### config.mk
export PLATFORM = sky130hd
export DESIGN_NAME = board_rom_arbiter
export DESIGN_NICKNAME = d
export VERILOG_FILES = /design/src/rtl/board_rom_arbiter.sv
export SDC_FILE = /design/constraint.sdc
export NUM_CORES = 1
export LEC_CHECK = 0
export BUFFER_PORTS_ARGS = -buffer_cell sky130_fd_sc_hd__buf_2
export CAP_MARGIN = 20
export CORE_MARGIN = 4
export CORE_UTILIZATION = 30
export DETAILED_ROUTE_END_ITERATION = 10
export PLACE_DENSITY = 0.62
export SETUP_SLACK_MARGIN = 0.15
export SLEW_MARGIN = 20
export SYNTH_ARGS = -nofsm -noshare
export SYNTH_HDL_FRONTEND = slang
export SYNTH_SLANG_ARGS = --single-unit
### constraint.sdc
create_clock -name clk -period 3.6 [get_ports clk]
set_input_delay 0.18 -clock clk [delete_from_list [all_inputs] [get_ports clk]]
set_output_delay 0.18 -clock clk [all_outputs]
set_load 0.1 [all_outputs]
### src/rtl/board_rom_arbiter.sv
// Two-port arbiter in front of the single board ROM: streaming VGA reads take priority,
// and matcher handshake reads preempt VGA once they have waited STARVE_LIMIT cycles.
module board_rom_arbiter #(
  parameter int ADDR_W       = 6,
  parameter int DATA_W       = 8,
  parameter int STARVE_LIMIT = 15
) (
  input  logic              clk,
  input  logic              rst,
  input  logic              vga_req,
  input  logic [ADDR_W-1:0] vga_addr,
  output logic              vga_valid,
  output logic [DATA_W-1:0] vga_data,
  input  logic              m_req,
  input  logic [ADDR_W-1:0] m_addr,
  output logic              m_ack,
  output logic [DATA_W-1:0] m_data,
  output logic [ADDR_W-1:0] rom_addr,
  input  logic [DATA_W-1:0] rom_data
);

  // state  | meaning
  // M_IDLE | no matcher request outstanding
  // M_PEND | address latched, waiting for a ROM slot
  // M_WAIT | matcher read issued, ROM data arrives this cycle
  // M_ACK  | m_ack high, m_data valid
  // M_DONE | waiting for m_req to drop before accepting a new request
  typedef enum logic [2:0] {M_IDLE, M_PEND, M_WAIT, M_ACK, M_DONE} m_state_t;
  typedef enum logic [1:0] {TAG_NONE, TAG_VGA, TAG_M} tag_t;

  // The counter saturates at 31, so larger limits are clamped to stay reachable.
  localparam logic [4:0] STARVE_LIM = (STARVE_LIMIT > 31) ? 5'd31 : STARVE_LIMIT[4:0];

  m_state_t          m_state;
  logic [4:0]        starve_cnt;
  logic [ADDR_W-1:0] m_addr_q;
  logic [ADDR_W-1:0] rom_addr_q;
  tag_t              tag_now;
  tag_t              tag_s1;
  logic              m_grant;
  logic              vga_grant;

  always_comb begin
    m_grant   = (m_state == M_PEND) && (!vga_req || (starve_cnt >= STARVE_LIM));
    vga_grant = vga_req && !m_grant;
    rom_addr  = rom_addr_q;
    tag_now   = TAG_NONE;
    if (m_grant) begin
      rom_addr = m_addr_q;
      tag_now  = TAG_M;
    end else if (vga_grant) begin
      rom_addr = vga_addr;
      tag_now  = TAG_VGA;
    end
  end

  always_ff @(posedge clk or negedge rst) begin
    if (!rst) begin
      m_state    <= M_IDLE;
      starve_cnt <= '0;
      m_addr_q   <= '0;
      rom_addr_q <= '0;
      tag_s1     <= TAG_NONE;
      vga_valid  <= 1'b0;
      vga_data   <= '0;
      m_ack      <= 1'b0;
      m_data     <= '0;
    end else begin
      rom_addr_q <= rom_addr;
      tag_s1     <= tag_now;

      // Output stage: rom_data belongs to whichever owner issued last cycle.
      vga_valid <= (tag_s1 == TAG_VGA);
      if (tag_s1 == TAG_VGA) vga_data <= rom_data;
      m_ack <= (tag_s1 == TAG_M);
      if (tag_s1 == TAG_M) m_data <= rom_data;

      case (m_state)
        M_IDLE: begin
          if (m_req) begin
            m_addr_q   <= m_addr;
            starve_cnt <= '0;
            m_state    <= M_PEND;
          end
        end
        M_PEND: begin
          if (m_grant) begin
            starve_cnt <= '0;
            m_state    <= M_WAIT;
          end else if (starve_cnt != 5'd31) begin
            starve_cnt <= starve_cnt + 5'd1;
          end
        end
        M_WAIT:  m_state <= M_ACK;
        M_ACK:   m_state <= M_DONE;
        M_DONE:  if (!m_req) m_state <= M_IDLE;
        default: m_state <= M_IDLE;
      endcase
    end
  end

endmodule

=== Word-level counts from Yosys, hierarchy flattened ===
Cells that the tools add are included.

* Shift operators: 0
* Multiplexer cells: 12
* Equal/unequal tests: 11
* Div/mod/pow operators: 0
* Reductions and logical operators: 10
* Bitwise gates (word level): 0
* Order comparisons: 1
* $mul: 0
* $add $sub $neg: 1

{| class="wikitable"
|+ Operators by type and width
! cell !! count
|-
| 5-bit two-way mux || 3
|-
| 3-bit one-hot mux with 5 select lines || 1
|-
| 6-bit two-way mux || 2
|-
| 5-bit one-hot mux with 2 select lines || 1
|-
| 3-bit two-way mux || 3
|-
| 3-bit by 2-bit == test with 1-bit output (second input constant) || 2
|-
| 2-bit != test (second input constant) || 3
|-
| 3-bit AND reduction || 2
|-
| 5-bit by 1-bit adder with 5-bit output (second input constant) || 1
|-
| 5-bit by 4-bit >= comparator with 1-bit output (second input constant) || 1
|-
| 5-bit != test (second input constant) || 1
|-
| 3-bit by 1-bit == test with 1-bit output (second input constant) || 1
|-
| 3-bit == test (second input constant) || 1
|-
| 3-bit zero test || 1
|-
| 3-bit by 2-bit != test with 1-bit output (second input constant) || 1
|-
| 2-bit by 1-bit == test with 1-bit output (second input constant) || 1
|-
| 2-bit == test (second input constant) || 1
|-
| 1-bit logical AND || 2
|-
| 1-bit zero test || 2
|-
| 2-bit two-way mux || 1
|-
| 2-bit AND reduction || 1
|-
| 2-bit nonzero test || 1
|-
| 1-bit logical OR || 1
|-
| 1-bit two-way mux || 1
|}

* Bits of input ports: 24
* Memory bits (writable): 0
* Bits in latches: 0
* Register bits: 40
* Memories kept: 0
* Bits in read-only memories: 0

=== Logic depth before layout (Yosys ltp) ===
Gate-level depths: netlist of the first run.

* Word-level depth: 7
* Depth in mapped cells: 6
* Depth with buffers taken out: 6

=== Worst setup path before layout of the first run ===
No wires, ideal clock.

* Kind: reg-to-output
* Start point: reg starve_cnt[0]
* End point: out rom_addr[0]
* Slack: 1.375 ns
* Cell stages (with the launch flop): 7
* Path buffers: 0
* Arrival time: 2.045 ns
* Cell sequence: dfrtp_1 -> ha_1 -> and3_1 -> ha_1 -> nor3b_4 -> a21boi_4 -> mux2_2

* Word-level cells in the longest chain between the ends: 7

{| class="wikitable"
|+ Ends and longest elaborated chain
! item !! line !! text
|-
| start: declaration || 35 || <nowiki>logic [4:0] starve_cnt;</nowiki>
|-
| start signal: assignment || 91 || <nowiki>starve_cnt <= starve_cnt + 5'd1;</nowiki>
|-
| 5-bit by 4-bit >= comparator with 1-bit output (*) || 44 || <nowiki>m_grant = (m_state == M_PEND) && (!vga_req || (starve_cnt >= STARVE_LIM));</nowiki>
|-
| 1-bit logical OR (*) || 44 ||
|-
| 1-bit logical AND (*) || 44 ||
|-
| via m_grant || 40 || <nowiki>logic m_grant;</nowiki>
|-
| 1-bit zero test || 45 || <nowiki>vga_grant = vga_req && !m_grant;</nowiki>
|-
| 1-bit logical AND || 45 ||
|-
| 6-bit two-way mux || 51 || <nowiki>end else if (vga_grant) begin</nowiki>
|-
| 6-bit two-way mux (*) || 48 || <nowiki>if (m_grant) begin</nowiki>
|-
| end: declaration || 18 || <nowiki>output logic [ADDR_W-1:0] rom_addr,</nowiki>
|}

Mark *: on every way through the listed nets, which the timed path passes. The rest lies on a longest branch.

=== Worst setup path after layout of the first run ===
* Start point: reg starve_cnt[0]
* End point: out rom_addr[2]

Same word-level chain as after synthesis.

==> flow_metrics.py, run 1 <==
metrics = {
    "outcome": {
        "status": "finished, final reports clean",
    },
    "min_path": {
        "hold_class": "input port to async pin",
    },
    "cts": {
        "h-tree-depth": 2,
        "clkSinkCount": 40,
        "tritoncts": "built",
        "clockBufferDepth": 2,
        "post_cts_resized": 0,
        "cts_setup_buffers": 0,
        "cts_inserted_buffers": 5,
        "clkTransAtPathRegs_ps": 70,
        "cts-root-buf": "clkbuf_8",
        "insertion_delay_ps": 280,
        "hold_buffers": 0,
    },
    "routing": {
        "drtAntennaViolNets": 0,
        "first_iter_violations": 13,
        "drc": 0,
        "dr.pass1.iters": 4,
        "vias": 1140,
        "wl_mm": 3.17,
        "routed_via_density": 4.69,
        "post_drt_wl_per_cell_um": 13.0,
    },
    "synthesis": {
        "synth_cells": 122,
        "synth_top_area_share": 0.565,
        "yosysSeqAreaShare": 0.565,
        "yosysUniqueCellTypes": 36,
        "async_reset_ff_frac": 1.00,
        "netlist_area_um2": 1770,
        "syn_area_per_cell_um2": 14.5,
        "synth_edf_count": 0,
        "ys_ff_latch": 40,
        "synth_fp_nets": 149,
        "synth_most_common_cell": "dfrtp_1",
        "yosys-top-cells-area": "dfrtp_1 (56%), mux2_2 (22%), ha_1 (2.1%)",
        "yosys-top-cells-count": "dfrtp_1 (40), mux2_2 (34), inv_1 (4), nand4_1 (4), ha_1 (3)",
        "yosysWarningCount": 0,
        "ys.flop_type": "dfrtp_1",
        "synth.largest_area_cell": "dfrtp_1",
    },
    "setup_path": {
        "cp-end-kind": "primary output",
        "cp-start-kind": "flip-flop",
        "required_ps": 3420,
        "crit_type": "flip-flop to primary output",
        "arrival_ps": 2570,
        "cp_max_fo": 9,
    },
    "timing": {
        "drv_slew": 0,
        "final.setup.tns_ps": 0,
        "fin_worst_skew_ps": 3.56,
        "fin_crit_sh": 0.764,
        "hold_viol_final": 0,
        "maxClockFrequency_mhz": 364,
        "rsz0062_at_grt": "false",
        "slew_headroom": 0.423,
        "worst_pin_slew_ps": 866,
        "fin_crit_ps": 2750,
        "setup_violations": 0,
    },
    "final_layout": {
        "nets": 197,
        "antenna_cells": 0,
        "syn_to_final_growth_pct": 21.0,
        "drive_above_1_share": 0.550,
        "finalNonFillerCells": 243,
    },
    "place": {
        "port_buffers": 47,
        "dpl.hpwl_mm": 2.31,
        "gp_congestion": 0.728,
        "dp_cells": 235,
    },
    "global_routing": {
        "antenna_found_initial": 0,
        "busiest_layer": "met2",
        "grt_util_met2": 0.149,
        "grtUsageMet3": 0.0369,
        "grt.overflow.total": 0,
        "grt_pass1_wl_mm": 5.42,
        "grt_max_degree": 41,
        "grtUsageTotal": 0.0928,
        "grt.met1_usage": 0.118,
        "grt_pass1_vias": 1188,
    },
    "floorplanning": {
        "fp.dieH_um": 84.9,
        "die_w_um": 84.9,
        "core.rowCount": 27,
        "coreArea_um2": 5610,
        "dieArea_um2": 7200,
        "io_pins": 48,
        "start_util": 0.316,
    },
    "job": {
        "cap_violations": 0,
    },
}
==> metal layers <==
metal | share of wire | routed length, um
met5 | 0 | 0
met4 | 0.0054 | 17
met3 | 0.093 | 294
met2 | 0.46 | 1460
met1 | 0.44 | 1400
==> registers in the layout (all words and copies together), names as in the netlist <==
| name | count |
|---|---|
| m_data | 8 |
| vga_data | 8 |
| m_addr_q | 6 |
| rom_addr_q | 6 |
| starve_cnt | 5 |
| m_state | 3 |
| tag_s1 | 2 |
| m_ack | 1 |
| vga_valid | 1 |
==> kinds of logic after synthesis <==
kind of cell,Yosys count,synth area share
flops,40,0.565
mux,34,0.216
simple gates,24,0.114
compound gates,11,0.0494
buf+inv,10,0.0346
fa+ha+maj,3,0.0212
==> layout by cell type, fill, tap and decap left out, types with 2 or more instances in the layout <==
cell / n
buf_2: 47
dfrtp_1: 40
mux2_2: 34
clkbuf_8: 6
nand4_1: 4
inv_1: 4
ha_1: 3
nor3b_4: 2
a21oi_1: 2
nand4b_1: 2
o211ai_1: 2
clkinv_2: 2
==> layout make-up <==
cell class | instances | area (um2)
multi-input combinational | 72 | 709
inverter | 4 | 15.0
sequential | 40 | 1000
timing repair buffer | 47 | 235
clock buffer | 6 | 82.6
tap | 72 | 90.1
clock inverter | 2 | 10.0
fill | 564 | 3460
==> final timing paths <==
kind                          startpoint             to  slack, ps  cells after the start
hold reg to reg                m_data[6]      m_data[6]        500                      1
setup reg to reg           starve_cnt[0]  starve_cnt[4]       1550                      6
min in group clk               m_addr[5]    m_addr_q[5]        120                      2
max in group asynchronous            rst      m_data[2]       3050                      1
hold / removal                       rst  rom_addr_q[4]          6                      1
setup / recovery           starve_cnt[0]    rom_addr[2]        850                      7
==> worst max-delay path: stages, from the launching register on <==
cell and delay (ps):
dfrtp_1 420, ha_1 240, and3_1 210, ha_1 210, nor3b_4 350, a21boi_4 160, mux2_2 270, buf_2 420
==> metrics by stage <==
stage | hold slack (ps) | setup slack [ps] | utilization | area, um2
after floorplan | -116 | 1380 | - | 1770
after global placement | 359 | 1200 | 0.366 | 2050
after detailed placement | 357 | 1160 | 0.366 | 2050
after CTS | 36.8 | 821 | 0.382 | 2140
after global routing | 84.0 | 720 | 0.382 | 2140
final | 5.76 | 849 | 0.382 | 2140
Power of run 1 is not shown: default switching activity piles up to over one toggle a cycle in this logic, so the estimate is an artifact.
==> run 2, diff against run 1 <==
Settings changed: PLACE_DENSITY 0.62 to 0.63.
Clock period 3.6 ns to 2.4 ns, I/O delays scaled along.
==> run 2 against run 1 <==
Against the previous run:
- via count up 4.8%
- non-clock buffer count up 10
- flip-flop and latch count unchanged
- count of clock-buffer cells in the layout down 1
- sequential share of layout area down 5.3 points
- critical path type unchanged
==> flow_metrics.py, run 2 (synthesized netlist as in run 1, its figures left out) <==
metrics = {
    "outcome": {
        "status": "finished, final reports clean",
    },
    "setup_path": {
        "critPathMaxStageDelay_ps": 390,
        "r2r_slack_ps": 370,
        "worst_path_dominant_cell_family": "simple AND/OR/NAND/NOR gates",
        "required_ps": 2280,
        "path_cells": "ha_2, and3_4, ha_4, nor3b_4, a21boi_4, mux2_4, buf_12",
        "cp-start-kind": "flip-flop",
        "critPathBufInv": 1,
        "cp_max_fo": 5,
        "arrival_ps": 2140,
        "cp-end-kind": "primary output",
        "crit_slowest_cell": "dfrtp_1",
        "crit_type": "flip-flop to primary output",
    },
    "final_layout": {
        "layout_common_cells": "buf_2 (41), dfrtp_1 (40), mux2_2 (31)",
        "nets": 208,
        "fillerInstances": 547,
        "drive_above_1_share": 0.588,
        "regArea_um2": 1000,
        "syn_to_final_growth_pct": 36.6,
        "antenna_cells": 0,
        "reg_top3": "m_data (8), vga_data (8)",
        "multi_input_area_um2": 752,
        "final_common_cell": "buf_2",
    },
    "global_routing": {
        "grtUsageMet3": 0.0330,
        "grt.overflow.total": 0,
        "grt_pass1_wl_mm": 6.07,
        "grt_util_met2": 0.164,
        "grtUsageTotal": 0.106,
        "grt_max_degree": 41,
        "antenna_found_initial": 0,
        "busiest_layer": "met2",
        "grt_pass1_vias": 1230,
        "grt.met1_usage": 0.133,
    },
    "routing": {
        "post_drt_wl_per_cell_um": 14.4,
        "first_iter_violations": 18,
        "drtAntennaViolNets": 0,
        "drc": 0,
        "wl_mm": 3.65,
        "vias": 1195,
        "routed_via_density": 4.70,
        "dr.pass1.iters": 4,
    },
    "place": {
        "port_buffers": 47,
        "gp_congestion": 0.838,
        "dpl.hpwl_mm": 2.57,
    },
    "timing": {
        "rsz0062_at_grt": "true",
        "fin_worst_skew_ps": 4.86,
        "maxClockFrequency_mhz": 442,
        "drv_slew": 0,
        "setup_violations": 0,
        "hold_viol_final": 0,
        "worst_pin_slew_ps": 887,
        "slew_headroom": 0.409,
        "fin_crit_sh": 0.944,
        "final.setup.tns_ps": 0,
        "fin_crit_ps": 2260,
    },
    "floorplanning": {
        "start_util": 0.316,
        "io_pins": 48,
        "coreArea_um2": 5610,
        "fp.dieH_um": 84.9,
        "core.rowCount": 27,
        "die_w_um": 84.9,
        "dieArea_um2": 7200,
    },
    "min_path": {
        "hold_class": "input port to flip-flop",
    },
    "job": {
        "cap_violations": 0,
    },
    "cts": {
        "cts_inserted_buffers": 5,
        "clockBufferDepth": 2,
        "clkSinkCount": 40,
        "h-tree-depth": 2,
        "cts-root-buf": "clkbuf_8",
        "insertion_delay_ps": 290,
        "clkTransAtPathRegs_ps": 80,
        "tritoncts": "built",
    },
}
[run 2: worst paths after layout]
| check | startpoint | endpoint | cells after the start |
|---|---|---|---|
| max | starve_cnt[1] | rom_addr[4] | 7 |
| min | m_addr[0] | m_addr_q[0] | 2 |
| max reg2reg | starve_cnt[1] | starve_cnt[4] | 8 |
| min reg2reg | vga_data[2] | vga_data[2] | 1 |
| max in group asynchronous | rst | starve_cnt[3] | 2 |
| min in group asynchronous | rst | m_data[2] | 2 |
[run 2: final cells by class]
| type | instances | share of cell area |
|---|---|---|
| multi-input cells | 73 | 0.311 |
| repair buffers | 57 | 0.166 |
| flip-flops and latches | 40 | 0.414 |
| clock inverters | 3 | 0.0372 |
| well taps | 72 | 0.0372 |
| inverters | 4 | 0.00620 |
| clock buffers | 5 | 0.0284 |
[run 2: metrics by stage]
| stage | hold WS (ps) | instance area (um2) | std cells | worst slack, ps | util |
|---|---|---|---|---|---|
| 2_1_floorplan | -176 | 1770 | 122 | 181 | - |
| 4_1_cts | 48.3 | 2400 | 253 | 109 | 0.429 |
| 6_report | 59.5 | 2420 | 254 | 135 | 0.432 |
| 3_3_place_gp | 302 | 2160 | 238 | 349 | 0.386 |
| 5_1_grt | 48.7 | 2420 | 254 | 70.0 | 0.432 |
| 3_5_place_dp | 299 | 2160 | 238 | 303 | 0.386 |
[run 2: routing by layer]
metal | vias to the layer above | part of all wire
met4 | 0 | 0.019
met1 | 574 | 0.43
met2 | 48 | 0.47
met3 | 4 | 0.082
met5 | - | 0
li1 | 569 | -
[run 2: repair_timing]
action / CTS / global route
hold buffers: 1 / 0
resized for setup: 5 / 2
pin swaps: 4 / 2
hold endpoints to repair: 40 / 0
gates cloned: 1 / 0
buffers inserted: 5 / 1
endpoints found under the setup margin: 6 / 6
Power of run 2 is left out for the same reason.
